--- config.mk ---
export PLATFORM = sky130hd
export DESIGN_NAME = btn_event_ctrl
export DESIGN_NICKNAME = d
export VERILOG_FILES = /design/src/rtl/btn_event_pkg.sv /design/src/rtl/btn_event_ctrl_ch.sv /design/src/rtl/btn_event_ctrl.sv
export SDC_FILE = /design/constraint.sdc
export NUM_CORES = 1
export LEC_CHECK = 0
export CORE_UTILIZATION = 55
export DETAILED_ROUTE_END_ITERATION = 7
export PLACE_DENSITY = 0.77
export SLEW_MARGIN = 5
export SYNTH_ARGS = -nofsm -noshare
export SYNTH_HDL_FRONTEND = slang
export SYNTH_SLANG_ARGS = --single-unit
export TNS_END_PERCENT = 1
--- constraint.sdc ---
create_clock -name CLK -period 2 [get_ports CLK]
set_input_delay 0.4 -clock CLK [delete_from_list [all_inputs] [get_ports CLK]]
set_output_delay 0.4 -clock CLK [all_outputs]
set_load 0.1 [all_outputs]
--- src/rtl/btn_event_pkg.sv ---
// Shared definitions for the push-button event front end: per-channel FSM
// state encoding and helpers that size the debounce and hold counters.
package btn_event_pkg;

    typedef enum logic [1:0] {
        ST_IDLE   = 2'd0,
        ST_HELD   = 2'd1,
        ST_REPEAT = 2'd2
    } btn_state_e;

    // Bits needed to hold the values 0..max_count (never less than one bit).
    function automatic int cnt_width(input int max_count);
        int w;
        if (max_count < 1) begin
            w = 1;
        end else begin
            w = $clog2(max_count + 1);
        end
        return w;
    endfunction

    // Larger of two integers; sizes the shared hold/repeat counter.
    function automatic int max_of(input int a, input int b);
        int m;
        if (a > b) begin
            m = a;
        end else begin
            m = b;
        end
        return m;
    endfunction

endpackage

--- src/rtl/btn_event_ctrl_ch.sv ---
// Single button channel: pin synchroniser, debounce counter and the
// press / long-press / auto-repeat FSM. All event outputs are registered.
module btn_event_ch
    import btn_event_pkg::*;
#(
    parameter int ACTIVE_LOW    = 1,
    parameter int SYNC_STAGES   = 2,
    parameter int DEB_CYCLES    = 270000,
    parameter int LONG_CYCLES   = 27000000,
    parameter int REPEAT_CYCLES = 5400000,
    parameter int REPEAT_EN     = 1
) (
    input  logic clk,
    input  logic rst_n,
    input  logic pin,
    output logic level,
    output logic press_pulse,
    output logic release_pulse,
    output logic long_pulse,
    output logic repeat_pulse
);

    localparam int DEB_W  = cnt_width(DEB_CYCLES);
    localparam int HOLD_W = cnt_width(max_of(LONG_CYCLES, REPEAT_CYCLES));

    localparam logic [DEB_W-1:0]  DEB_LAST  = DEB_W'(DEB_CYCLES - 1);
    localparam logic [HOLD_W-1:0] LONG_LAST = HOLD_W'(LONG_CYCLES - 1);
    localparam logic [HOLD_W-1:0] REP_LAST  = HOLD_W'(REPEAT_CYCLES - 1);
    localparam logic [DEB_W-1:0]  DEB_ONE   = DEB_W'(1);
    localparam logic [HOLD_W-1:0] HOLD_ONE  = HOLD_W'(1);
    // Pin level when the button is not pressed.
    localparam logic PIN_IDLE = (ACTIVE_LOW != 0) ? 1'b1 : 1'b0;
    localparam logic REP_ON   = (REPEAT_EN != 0) ? 1'b1 : 1'b0;

    logic [SYNC_STAGES-1:0] sync_r;
    logic                   raw_s;
    logic [DEB_W-1:0]       deb_cnt_r;
    logic [DEB_W-1:0]       deb_cnt_s;
    logic                   level_r;
    logic                   level_s;
    logic                   rise_s;
    logic                   fall_s;
    btn_state_e             state_r;
    btn_state_e             state_s;
    logic [HOLD_W-1:0]      hold_r;
    logic [HOLD_W-1:0]      hold_s;
    logic                   press_r;
    logic                   press_s;
    logic                   release_r;
    logic                   release_s;
    logic                   long_r;
    logic                   long_s;
    logic                   repeat_r;
    logic                   repeat_s;

    // Synchroniser chain; resets to the idle pin level so no event follows reset.
    always_ff @(posedge clk or negedge rst_n) begin
        if (!rst_n) begin
            sync_r <= {SYNC_STAGES{PIN_IDLE}};
        end else begin
            sync_r <= {sync_r[SYNC_STAGES-2:0], pin};
        end
    end

    // Raw "pressed" bit after polarity correction.
    assign raw_s = sync_r[SYNC_STAGES-1] ^ PIN_IDLE;

    // Debounce: accept a new level after DEB_CYCLES consecutive differing samples.
    always_comb begin
        deb_cnt_s = {DEB_W{1'b0}};
        level_s   = level_r;
        if (raw_s != level_r) begin
            if (deb_cnt_r == DEB_LAST) begin
                level_s   = ~level_r;
                deb_cnt_s = {DEB_W{1'b0}};
            end else begin
                deb_cnt_s = deb_cnt_r + DEB_ONE;
            end
        end else begin
            deb_cnt_s = {DEB_W{1'b0}};
        end
    end

    assign rise_s = level_s & ~level_r;
    assign fall_s = ~level_s & level_r;

    // Debounce counter and accepted level registers.
    always_ff @(posedge clk or negedge rst_n) begin
        if (!rst_n) begin
            deb_cnt_r <= {DEB_W{1'b0}};
            level_r   <= 1'b0;
        end else begin
            deb_cnt_r <= deb_cnt_s;
            level_r   <= level_s;
        end
    end

    // Event FSM next state; a release acceptance overrides any terminal count.
    always_comb begin
        state_s   = state_r;
        hold_s    = hold_r;
        press_s   = 1'b0;
        release_s = 1'b0;
        long_s    = 1'b0;
        repeat_s  = 1'b0;
        case (state_r)
            ST_IDLE: begin
                hold_s = {HOLD_W{1'b0}};
                if (rise_s) begin
                    press_s = 1'b1;
                    state_s = ST_HELD;
                end else begin
                    state_s = ST_IDLE;
                end
            end
            ST_HELD: begin
                if (fall_s) begin
                    release_s = 1'b1;
                    hold_s    = {HOLD_W{1'b0}};
                    state_s   = ST_IDLE;
                end else if (hold_r == LONG_LAST) begin
                    long_s  = 1'b1;
                    hold_s  = {HOLD_W{1'b0}};
                    state_s = ST_REPEAT;
                end else begin
                    hold_s = hold_r + HOLD_ONE;
                end
            end
            ST_REPEAT: begin
                if (fall_s) begin
                    release_s = 1'b1;
                    hold_s    = {HOLD_W{1'b0}};
                    state_s   = ST_IDLE;
                end else if (REP_ON) begin
                    if (hold_r == REP_LAST) begin
                        repeat_s = 1'b1;
                        hold_s   = {HOLD_W{1'b0}};
                    end else begin
                        hold_s = hold_r + HOLD_ONE;
                    end
                end else begin
                    hold_s = {HOLD_W{1'b0}};
                end
            end
            default: begin
                hold_s  = {HOLD_W{1'b0}};
                state_s = ST_IDLE;
            end
        endcase
    end

    // FSM state, hold counter and registered single-cycle event outputs.
    always_ff @(posedge clk or negedge rst_n) begin
        if (!rst_n) begin
            state_r   <= ST_IDLE;
            hold_r    <= {HOLD_W{1'b0}};
            press_r   <= 1'b0;
            release_r <= 1'b0;
            long_r    <= 1'b0;
            repeat_r  <= 1'b0;
        end else begin
            state_r   <= state_s;
            hold_r    <= hold_s;
            press_r   <= press_s;
            release_r <= release_s;
            long_r    <= long_s;
            repeat_r  <= repeat_s;
        end
    end

    assign level         = level_r;
    assign press_pulse   = press_r;
    assign release_pulse = release_r;
    assign long_pulse    = long_r;
    assign repeat_pulse  = repeat_r;

endmodule

--- src/rtl/btn_event_ctrl.sv ---
// Multi-channel push-button front end: NUM_BTN independent channels, each
// turning a raw asynchronous pin into a clean level plus single-cycle events.
module btn_event_ctrl
    import btn_event_pkg::*;
#(
    parameter int NUM_BTN       = 4,
    parameter int ACTIVE_LOW    = 1,
    parameter int SYNC_STAGES   = 2,
    parameter int DEB_CYCLES    = 270000,
    parameter int LONG_CYCLES   = 27000000,
    parameter int REPEAT_CYCLES = 5400000,
    parameter int REPEAT_EN     = 1
) (
    input  logic               CLK,
    input  logic               RESETn,
    input  logic [NUM_BTN-1:0] iExtBtn,
    output logic [NUM_BTN-1:0] oLevel,
    output logic [NUM_BTN-1:0] oPress,
    output logic [NUM_BTN-1:0] oRelease,
    output logic [NUM_BTN-1:0] oLong,
    output logic [NUM_BTN-1:0] oRepeat
);

    for (genvar g = 0; g < NUM_BTN; g++) begin : g_ch
        btn_event_ch #(
            .ACTIVE_LOW    (ACTIVE_LOW),
            .SYNC_STAGES   (SYNC_STAGES),
            .DEB_CYCLES    (DEB_CYCLES),
            .LONG_CYCLES   (LONG_CYCLES),
            .REPEAT_CYCLES (REPEAT_CYCLES),
            .REPEAT_EN     (REPEAT_EN)
        ) u_ch (
            .clk           (CLK),
            .rst_n         (RESETn),
            .pin           (iExtBtn[g]),
            .level         (oLevel[g]),
            .press_pulse   (oPress[g]),
            .release_pulse (oRelease[g]),
            .long_pulse    (oLong[g]),
            .repeat_pulse  (oRepeat[g])
        );
    end

endmodule
# Word-level counts from Yosys, hierarchy flattened
# Cells that the tools add are included.
totals:
  ff_bits: 212
  input_bits: 6
  out_inout_bits: 20
  elab_cells: 204
op_classes:
  addsub: 8
  eq_ne: 32
  mux: 96
  bitwise: 20
  reduce_logical: 12
ops:
  columns: ["op", "n"]
  rows:
  - ["25-bit two-way mux", 16]
  - ["25-bit one-hot mux with 2 select lines", 4]
  - ["19-bit two-way mux", 8]
  - ["25-bit by 1-bit adder with 25-bit output (second input constant)", 4]
  - ["25-bit by 23-bit == test with 1-bit output (second input constant)", 4]
  - ["25-bit == test (second input constant)", 4]
  - ["19-bit by 1-bit adder with 19-bit output (second input constant)", 4]
  - ["19-bit == test (second input constant)", 4]
  - ["1-bit two-way mux", 52]
  - ["2-bit two-way mux", 12]
  - ["2-bit one-hot mux with 3 select lines", 4]
  - ["3-bit by 1-bit != test with 1-bit output (second input constant)", 4]
  - ["1-bit NOT", 12]
  - ["1-bit AND", 8]
  - ["2-bit by 1-bit == test with 1-bit output (second input constant)", 4]
  - ["2-bit == test (second input constant)", 4]
  - ["2-bit logical NOT", 4]
  - ["2-bit by 1-bit != test with 1-bit output (second input constant)", 4]
  - ["2-bit AND reduction", 4]
  - ["2-bit OR reduction", 4]
  - ["1-bit != test", 4]

# Depth between registers and ports, before layout
# Gate-level depths: netlist (run 1).
depth:
  depth_word: 7
  ltp_mapped: 9
  depth_no_buf: 6

# By module
# From an unflattened synthesis (run 1), not the netlist that was laid out.
hier_totals:
  hier_cells: 1030
  hier_area_um2: 10341.2
modules_own_cells:
  columns: ["module", "instances", "cells_per_inst", "area_each_um2", "seq_area_each_um2"]
  rows:
  - ["btn_event_ch at g_ch[0].u_ch ...", 3, 256, 2581.2, 1328.8]
  - ["btn_event_ch at g_ch[3].u_ch", 1, 262, 2597.5, 1328.8]

# Worst setup path after synthesis (run 1)
# Ideal clock, no wire load.
synth_timing:
  kind: "reg-to-reg"
  startpoint: "register g_ch[1].u_ch.hold_r[18]"
  endpoint: "register g_ch[1].u_ch.hold_r[18]"
  arrival_ns: 1.976
  required_time_ns: 1.881
  slack_ns: -0.095
  path_stages_with_launch: 7
  path_buffers: 1
  synth_period_minus_slack_ns: 2.095
  path_cell_list: "dfrtp_1 or4b_1 or4_1 o21a_1 o221ai_4 buf_6 nor2_1"
synth_via:
  elab_chain_cells: 4
  elab_cells_between_ends: 8
synth_lines:
  columns: ["element", "line_no", "text"]
  rows:
  - ["from (decl)", "btn_event_ctrl_ch.sv:45", "logic [HOLD_W-1:0] hold_r;"]
  - ["from (signal assigned)", "btn_event_ctrl_ch.sv:156", "hold_r <= {HOLD_W{1'b0}};"]
  - ["from (signal assigned)", "btn_event_ctrl_ch.sv:163", "hold_r <= hold_s;"]
  - ["25-bit by 1-bit adder with 25-bit output, or another cell as far along", "btn_event_ctrl_ch.sv:126, btn_event_ctrl_ch.sv:139", null]
  - ["25-bit two-way mux (on tied branches)", "btn_event_ctrl_ch.sv:135, btn_event_ctrl_ch.sv:121", null]
  - ["25-bit two-way mux (on tied branches)", "btn_event_ctrl_ch.sv:130, btn_event_ctrl_ch.sv:117", null]
  - ["25-bit one-hot mux with 2 select lines (*)", "btn_event_ctrl_ch.sv:106", "case (state_r)"]
  - ["via g_ch[1].u_ch.hold_s[18]", "btn_event_ctrl_ch.sv:46", "logic [HOLD_W-1:0] hold_s;"]
# Mark *: on every way through the listed nets, which the timed path passes. The rest lies on a longest branch.
# A chain may end at the register's enable or synchronous reset.

# Worst setup path in the final report (run 1)
layout_timing:
  startpoint: "register g_ch[1].u_ch.hold_r[18]"
  endpoint: "register g_ch[1].u_ch.hold_r[20]"
# The elaborated chain is that of the path after synthesis.

==> results of run 1 <==
-- timing repair --
| item | in CTS | in global routing |
|---|---|---|
| endpoints found under the setup margin | 100 | 126 |
| pin swaps | 6 | 3 |
| resized for setup | 5 | 7 |
| hold buffers | 1 | 0 |
| hold endpoints to repair | 33 | 0 |
-- layout make-up --
type / count / area [sq um]
multi-input cells: 766 / 4810
fillers: 1452 / 6340
well taps: 234 / 293
flip-flops and latches: 212 / 5320
clock inverters: 4 / 23.8
inverters: 38 / 143
repair buffers: 123 / 1080
clock buffers: 38 / 692
-- worst reg2reg max path, stage by stage (launching register included) --
cell and delay, ns:
dfrtp_1 0.37, or4b_4 0.54, or4_4 0.43, o21a_1 0.23, o221ai_4 0.20, buf_12 0.20, nor2_1 0.07
-- cell families after synthesis --
kind of cell	count (synthesis)	synth area share, %
flip-flops	212	50.7
adder cells (fa/ha/maj)	20	2.39
AO/OA/AOI/OAI	33	2.55
XOR/XNOR	159	13.3
multiplexers	3	0.310
AND/OR/NAND/NOR	551	26.8
buffers and inverters	80	3.96
-- through the flow --
step / utilization (%) / cells / hold slack, ns / setup TNS (ns)
after global placement: 61.9 / 1372 / 0.313 / -3.85
after floorplan: - / 1058 / 0.104 / -6.62
final: 66.1 / 1415 / 0.292 / -5.25
after global routing: 66.1 / 1415 / 0.281 / -9.00
after detailed placement: 61.9 / 1372 / 0.313 / -5.67
after CTS: 65.9 / 1415 / 0.267 / -5.38
-- routing by layer --
layer | global-route usage, % | share of wire, %
met5 | 0 | 0
met4 | 6.59 | 2.6
met3 | 2.97 | 2.9
met2 | 33.8 | 48
met1 | 27.6 | 46
-- sequential cells by signal, summed over array words and instances, names as in the netlist --
name	cells
g_ch.u_ch.hold_r	100
g_ch.u_ch.deb_cnt_r	76
g_ch.u_ch.state_r	8
g_ch.u_ch.sync_r	8
g_ch.u_ch.level	4
g_ch.u_ch.long_pulse	4
g_ch.u_ch.press_pulse	4
g_ch.u_ch.release_pulse	4
g_ch.u_ch.repeat_pulse	4
-- worst paths after layout --
kind | depth (start not counted) | slack [ns] | endpoint | startpoint
worst max-delay path | 6 | -0.16 | g_ch[1].u_ch.hold_r[20] | g_ch[1].u_ch.hold_r[18]
worst min-delay path | 1 | 0.29 | g_ch[2].u_ch.sync_r[0] | iExtBtn[2]
worst max register to register | 6 | -0.16 | g_ch[1].u_ch.hold_r[20] | g_ch[1].u_ch.hold_r[18]
worst min register to register | 0 | 0.35 | g_ch[2].u_ch.sync_r[1] | g_ch[2].u_ch.sync_r[0]
max in group asynchronous | 3 | 0.95 | g_ch[0].u_ch.sync_r[1] | RESETn
min in group asynchronous | 2 | 0.36 | g_ch[2].u_ch.hold_r[21] | RESETn
-- report_power, final --
part / switching, mW / total [mW] / leakage (nW) / internal, mW
registers: 0.0210 / 4.35 / 2.93 / 4.33
clock network: 1.63 / 3.98 / 0.353 / 2.35
logic: 0.127 / 0.190 / 2.02 / 0.0638
total: 1.77 / 8.51 / 5.30 / 6.74
-- cell usage in the layout, fill, tap and decap left out, types with 4 or more instances in the layout --
cell,instances
dfrtp_1,204
o21ai_0,7
inv_1,38
nor4b_1,5
ha_1,20
buf_12,11
and2_1,12
dfstp_2,8
clkbuf_8,6
nor4_1,20
nand4_1,36
nor4bb_1,4
clkbuf_1,9
nor2_1,211
nor3_1,25
and3_1,44
a21oi_1,5
or4_1,6
buf_4,106
clkbuf_16,23
xnor2_1,79
nand2_1,61
xor2_1,80
clkdlybuf4s50_1,4
nand4b_1,6
nand3_1,68
and4_1,24
==> results.yml, run 1 <==
floorplanning:
  start_util_pct: 56.0
  row_count: 50
  die_w_um: 140
  core_area_sq_um: 18700
  die_y_um: 140
  die-area_sq_um: 19600
  io_pins: 26
route:
  routed_wirelength_um: 19100
  drt_iter0_markers: 309
  postRouteAntennaNets: 0
  routed_via_density: 5.44
  wire_per_inst_um: 13.5
  drt-pass1-iter-count: 5
  drc: 0
  num_vias: 7691
critical_path:
  critPathKind: "flip-flop to flip-flop"
  cp_cell_sequence: "or4b_4 > or4_4 > o21a_1 > o221ai_4 > buf_12 > nor2_1"
  path_delay_family: "simple AND/OR/NAND/NOR gates"
  cp_slowest_cell: "or4b_4"
  arrival_ns: 2.55
  endpoint_kind: "flip-flop"
  worstPathRequired_ns: 2.39
  critPathMaxStageDelay_ns: 0.54
  startpoint_type: "flip-flop"
  cp_num_buf_inv: 1
  worstPathMaxFanout: 25
sta:
  clock_skew_ns: 0.0127
  fmax_mhz: 463
  rsz0062_at_grt: "true"
  finalCritPeriodShare_pct: 108
  hold_viol: 0
  tightest_slew_ns: 0.448
  fin_crit_ns: 2.16
  setup_violations: 51
  slew_viol_final: 0
  max_slew_margin_pct: 69.9
  post-route-worst-setup-slack_ns: -0.159
clocking:
  post_cts_buffers: 0
  cts_buffer_depth: 3
  insertion_delay_ns: 0.52
  clockRootBuffer: "clkbuf_16"
  clock_sinks: 212
  cts_tree: "yes"
  clkSlewWorstSetupHoldPaths_ns: 0.06
  cts_made_buffers: 23
  htree_num_levels: 1
pwr:
  power_mw: 8.51
  power.density_nw_per_um2: 689
  irDropWorstVdd_mv: 0.690
  leakagePower_nw: 5.30
placement:
  place_hpwl_um: 13100
  gp_congestion: 0.847
  io_buffers: 25
  place_area_sq_um: 11600
  preCtsSetupSlack_ns: -0.160
final_layout:
  final_area_sq_um: 12400
  drive_above_1_share_pct: 15.6
  areaGrowthSynthToFinish_pct: 17.9
  diodes: 0
  nNetsFinal: 1190
logic_synthesis:
  synth_area_sq_um: 10500
  syn_nets: 1084
  synth.most_common_cell: "nor2_1"
  ys_seq_elements: 212
  synth-edff-count: 0
  synth.top_cell.area_share_pct: 48.7
  yosysWarningCount: 0
  synth_cells: 1058
  ys_top_cells_by_count: "nor2_1, dfrtp_1, xor2_1, xnor2_1, nand3_1"
  synthDistinctLibCells: 57
  ys_top_cells_by_area: "dfrtp_1, nor2_1, xor2_1"
  synth_top_area_cell: "dfrtp_1"
  syn_avg_cell_area_sq_um: 9.91
  seq_area_frac_synth_pct: 50.7
  synth-main-ff-cell: "dfrtp_1"
  synthArstFlopShare_pct: 100
run_status:
  violations: "negative setup slack"
  outcome: "complete, but fails checks"
global_routing:
  track_usage_pct: 20.4
  grt_max_degree: 55
  overflow: 0
  grt_pass1_wl_um: 33600
  antenna_found_initial: 0
  grt_pass1_vias: 7420
min_path:
  hold_class: "input port to flip-flop"
run:
  drv_cap: 0
Note: power is estimated with default switching activity, not from simulation.
==> run 2, diff against run 1 <==
PLACE_DENSITY = 0.74   (was 0.77)
clock period = 2.1 ns   (was 2 ns; I/O delays follow)
==> results.yml, run 2 (same netlist as run 1, synthesis figures left out) <==
sta:
  fmax_mhz: 466
  finalCritPeriodShare_pct: 102
  clock_skew_ns: 0.00603
  post-route-worst-setup-slack_ns: -0.0473
  slew_viol_final: 0
  hold_viol: 0
  tightest_slew_ns: 0.484
  setup_violations: 25
  fin_crit_ns: 2.15
  rsz0062_at_grt: "true"
  max_slew_margin_pct: 67.7
final_layout:
  diodes: 0
  regMostFlops: "g_ch.u_ch.hold_r"
  top_regs: "g_ch.u_ch.hold_r x100, g_ch.u_ch.deb_cnt_r x76"
  drive_above_1_share_pct: 12.8
  mostFrequentLayoutCells: "nor2_1, dfrtp_1, xor2_1"
  nNetsFinal: 1153
  largest_reg_flops: 100
  multiInputGateArea_sq_um: 4810
  final_util_pct: 64.7
  fillerInstances: 1464
  final_common_cell: "nor2_1"
  seqCellArea_sq_um: 5320
  areaGrowthSynthToFinish_pct: 15.4
floorplanning:
  row_count: 50
  die_y_um: 140
  core_area_sq_um: 18700
  start_util_pct: 56.0
  io_pins: 26
  die-area_sq_um: 19600
  die_w_um: 140
critical_path:
  critPathKind: "flip-flop to flip-flop"
  worstPathRequired_ns: 2.47
  worstPathMaxFanout: 25
  endpoint_kind: "flip-flop"
  arrival_ns: 2.52
  startpoint_type: "flip-flop"
route:
  num_vias: 7524
  drc: 0
  routed_via_density: 5.47
  wire_per_inst_um: 14.0
  routed_wirelength_um: 19200
  postRouteAntennaNets: 0
  drt_iter0_markers: 410
  drt-pass1-iter-count: 5
run_status:
  violations: "negative setup slack"
  outcome: "complete, but fails checks"
pwr:
  power.density_nw_per_um2: 690
  comb_power_share_pct: 2.1
  p_seq_share_pct: 49.6
  p_int_mw: 6.65
  clkPwrFrac_pct: 48.3
  sw_frac_of_total_pct: 20.4
  irDropWorstVdd_mv: 0.777
  leakagePower_nw: 5.12
  power.switching_mw: 1.70
clocking:
  htree_num_levels: 1
  cts_made_buffers: 23
  cts_tree: "yes"
  clock_sinks: 212
  insertion_delay_ns: 0.50
  cts_buffer_depth: 3
  clockRootBuffer: "clkbuf_16"
  clkSlewWorstSetupHoldPaths_ns: 0.06
placement:
  place_hpwl_um: 12900
  preCtsSetupSlack_ns: -0.0548
  io_buffers: 25
  gp_congestion: 0.846
global_routing:
  grt_pass1_wl_um: 34000
  antenna_found_initial: 0
  grt_pass1_vias: 7505
  overflow: 0
  track_usage_pct: 20.6
  grt_max_degree: 62
min_path:
  hold_class: "input port to flip-flop"
run:
  drv_cap: 0
-- run 2: changes by cell type in the layout (fill, tap and decap cells not counted), sizes merged --
cell,before,now
bufinv,0,3
clkbuf,38,31
inv,39,38
buf,118,81
clkinv,3,5
-- run 2: power by group through the flow --
stage	Sequential [mW]	Clock [mW]	Combinational, mW
final	4.14	4.03	0.179
after global routing	4.14	4.29	0.209
after CTS	4.14	4.14	0.188
after detailed placement	4.21	0	0.184
after global placement	4.21	0	0.182
after floorplan	4.21	0	0.0521
-- run 2: stage by stage --
| stage | instance area [sq um] | setup TNS, ns | power (mW) | hold WS (ns) | instances |
|---|---|---|---|---|---|
| 2_1_floorplan | 10500 | 0 | 4.26 | 0.124 | 1058 |
| 3_3_place_gp | 11300 | 0 | 4.39 | 0.346 | 1335 |
| 3_5_place_dp | 11300 | -2.18 | 4.40 | 0.347 | 1335 |
| 4_1_cts | 12100 | -0.932 | 8.47 | 0.304 | 1375 |
| 5_1_grt | 12100 | -3.20 | 8.64 | 0.314 | 1375 |
| 6_report | 12100 | -0.711 | 8.35 | 0.325 | 1375 |
-- run 2: cell type report --
cell class                 instances  area share, %
timing repair buffer              86           6.53
tap                              234           2.42
inverter                          38           1.18
clock inverter                     8          0.951
multi-input combinational        766           39.7
clock buffer                      31           5.25
sequential                       212           43.9
-- run 2: worst paths after layout --
kind                                    startpoint                      end  slack [ns]  cells after the start
max                        g_ch[1].u_ch.hold_r[18]  g_ch[1].u_ch.hold_r[24]       -0.05                      6
min                                     iExtBtn[2]   g_ch[2].u_ch.sync_r[0]        0.32                      1
max reg2reg                g_ch[1].u_ch.hold_r[18]  g_ch[1].u_ch.hold_r[24]       -0.05                      6
min reg2reg                 g_ch[0].u_ch.sync_r[0]   g_ch[0].u_ch.sync_r[1]        0.35                      0
max in group asynchronous                   RESETn   g_ch[3].u_ch.hold_r[5]        0.92                      3
min in group asynchronous                   RESETn  g_ch[2].u_ch.hold_r[12]        0.44                      2
-- run 2: critical path, cell delays in order, from the launching register on --
cell	delay, ns
dfrtp_1	0.37
or4b_4	0.53
or4_4	0.43
o21a_1	0.23
o221ai_4	0.20
buf_12	0.20
a21oi_1	0.06
-- run 2: what timing repair did --
action                                  in CTS  in global routing
resized for setup                            4                  7
hold buffers                                 1                  0
pin swaps                                    3                  3
endpoints found under the setup margin      76                125
setup buffers                                0                  0
hold endpoints to repair                    57                  0
-- run 2: layer usage --
layer  track usage (%)  up-vias  wire length, um
met4              6.42        0              442
met3              3.04       33              561
met1              26.9     3669             8880
met2              35.6       88             9370
li1                  -     3734                -
met5                 0        -                0
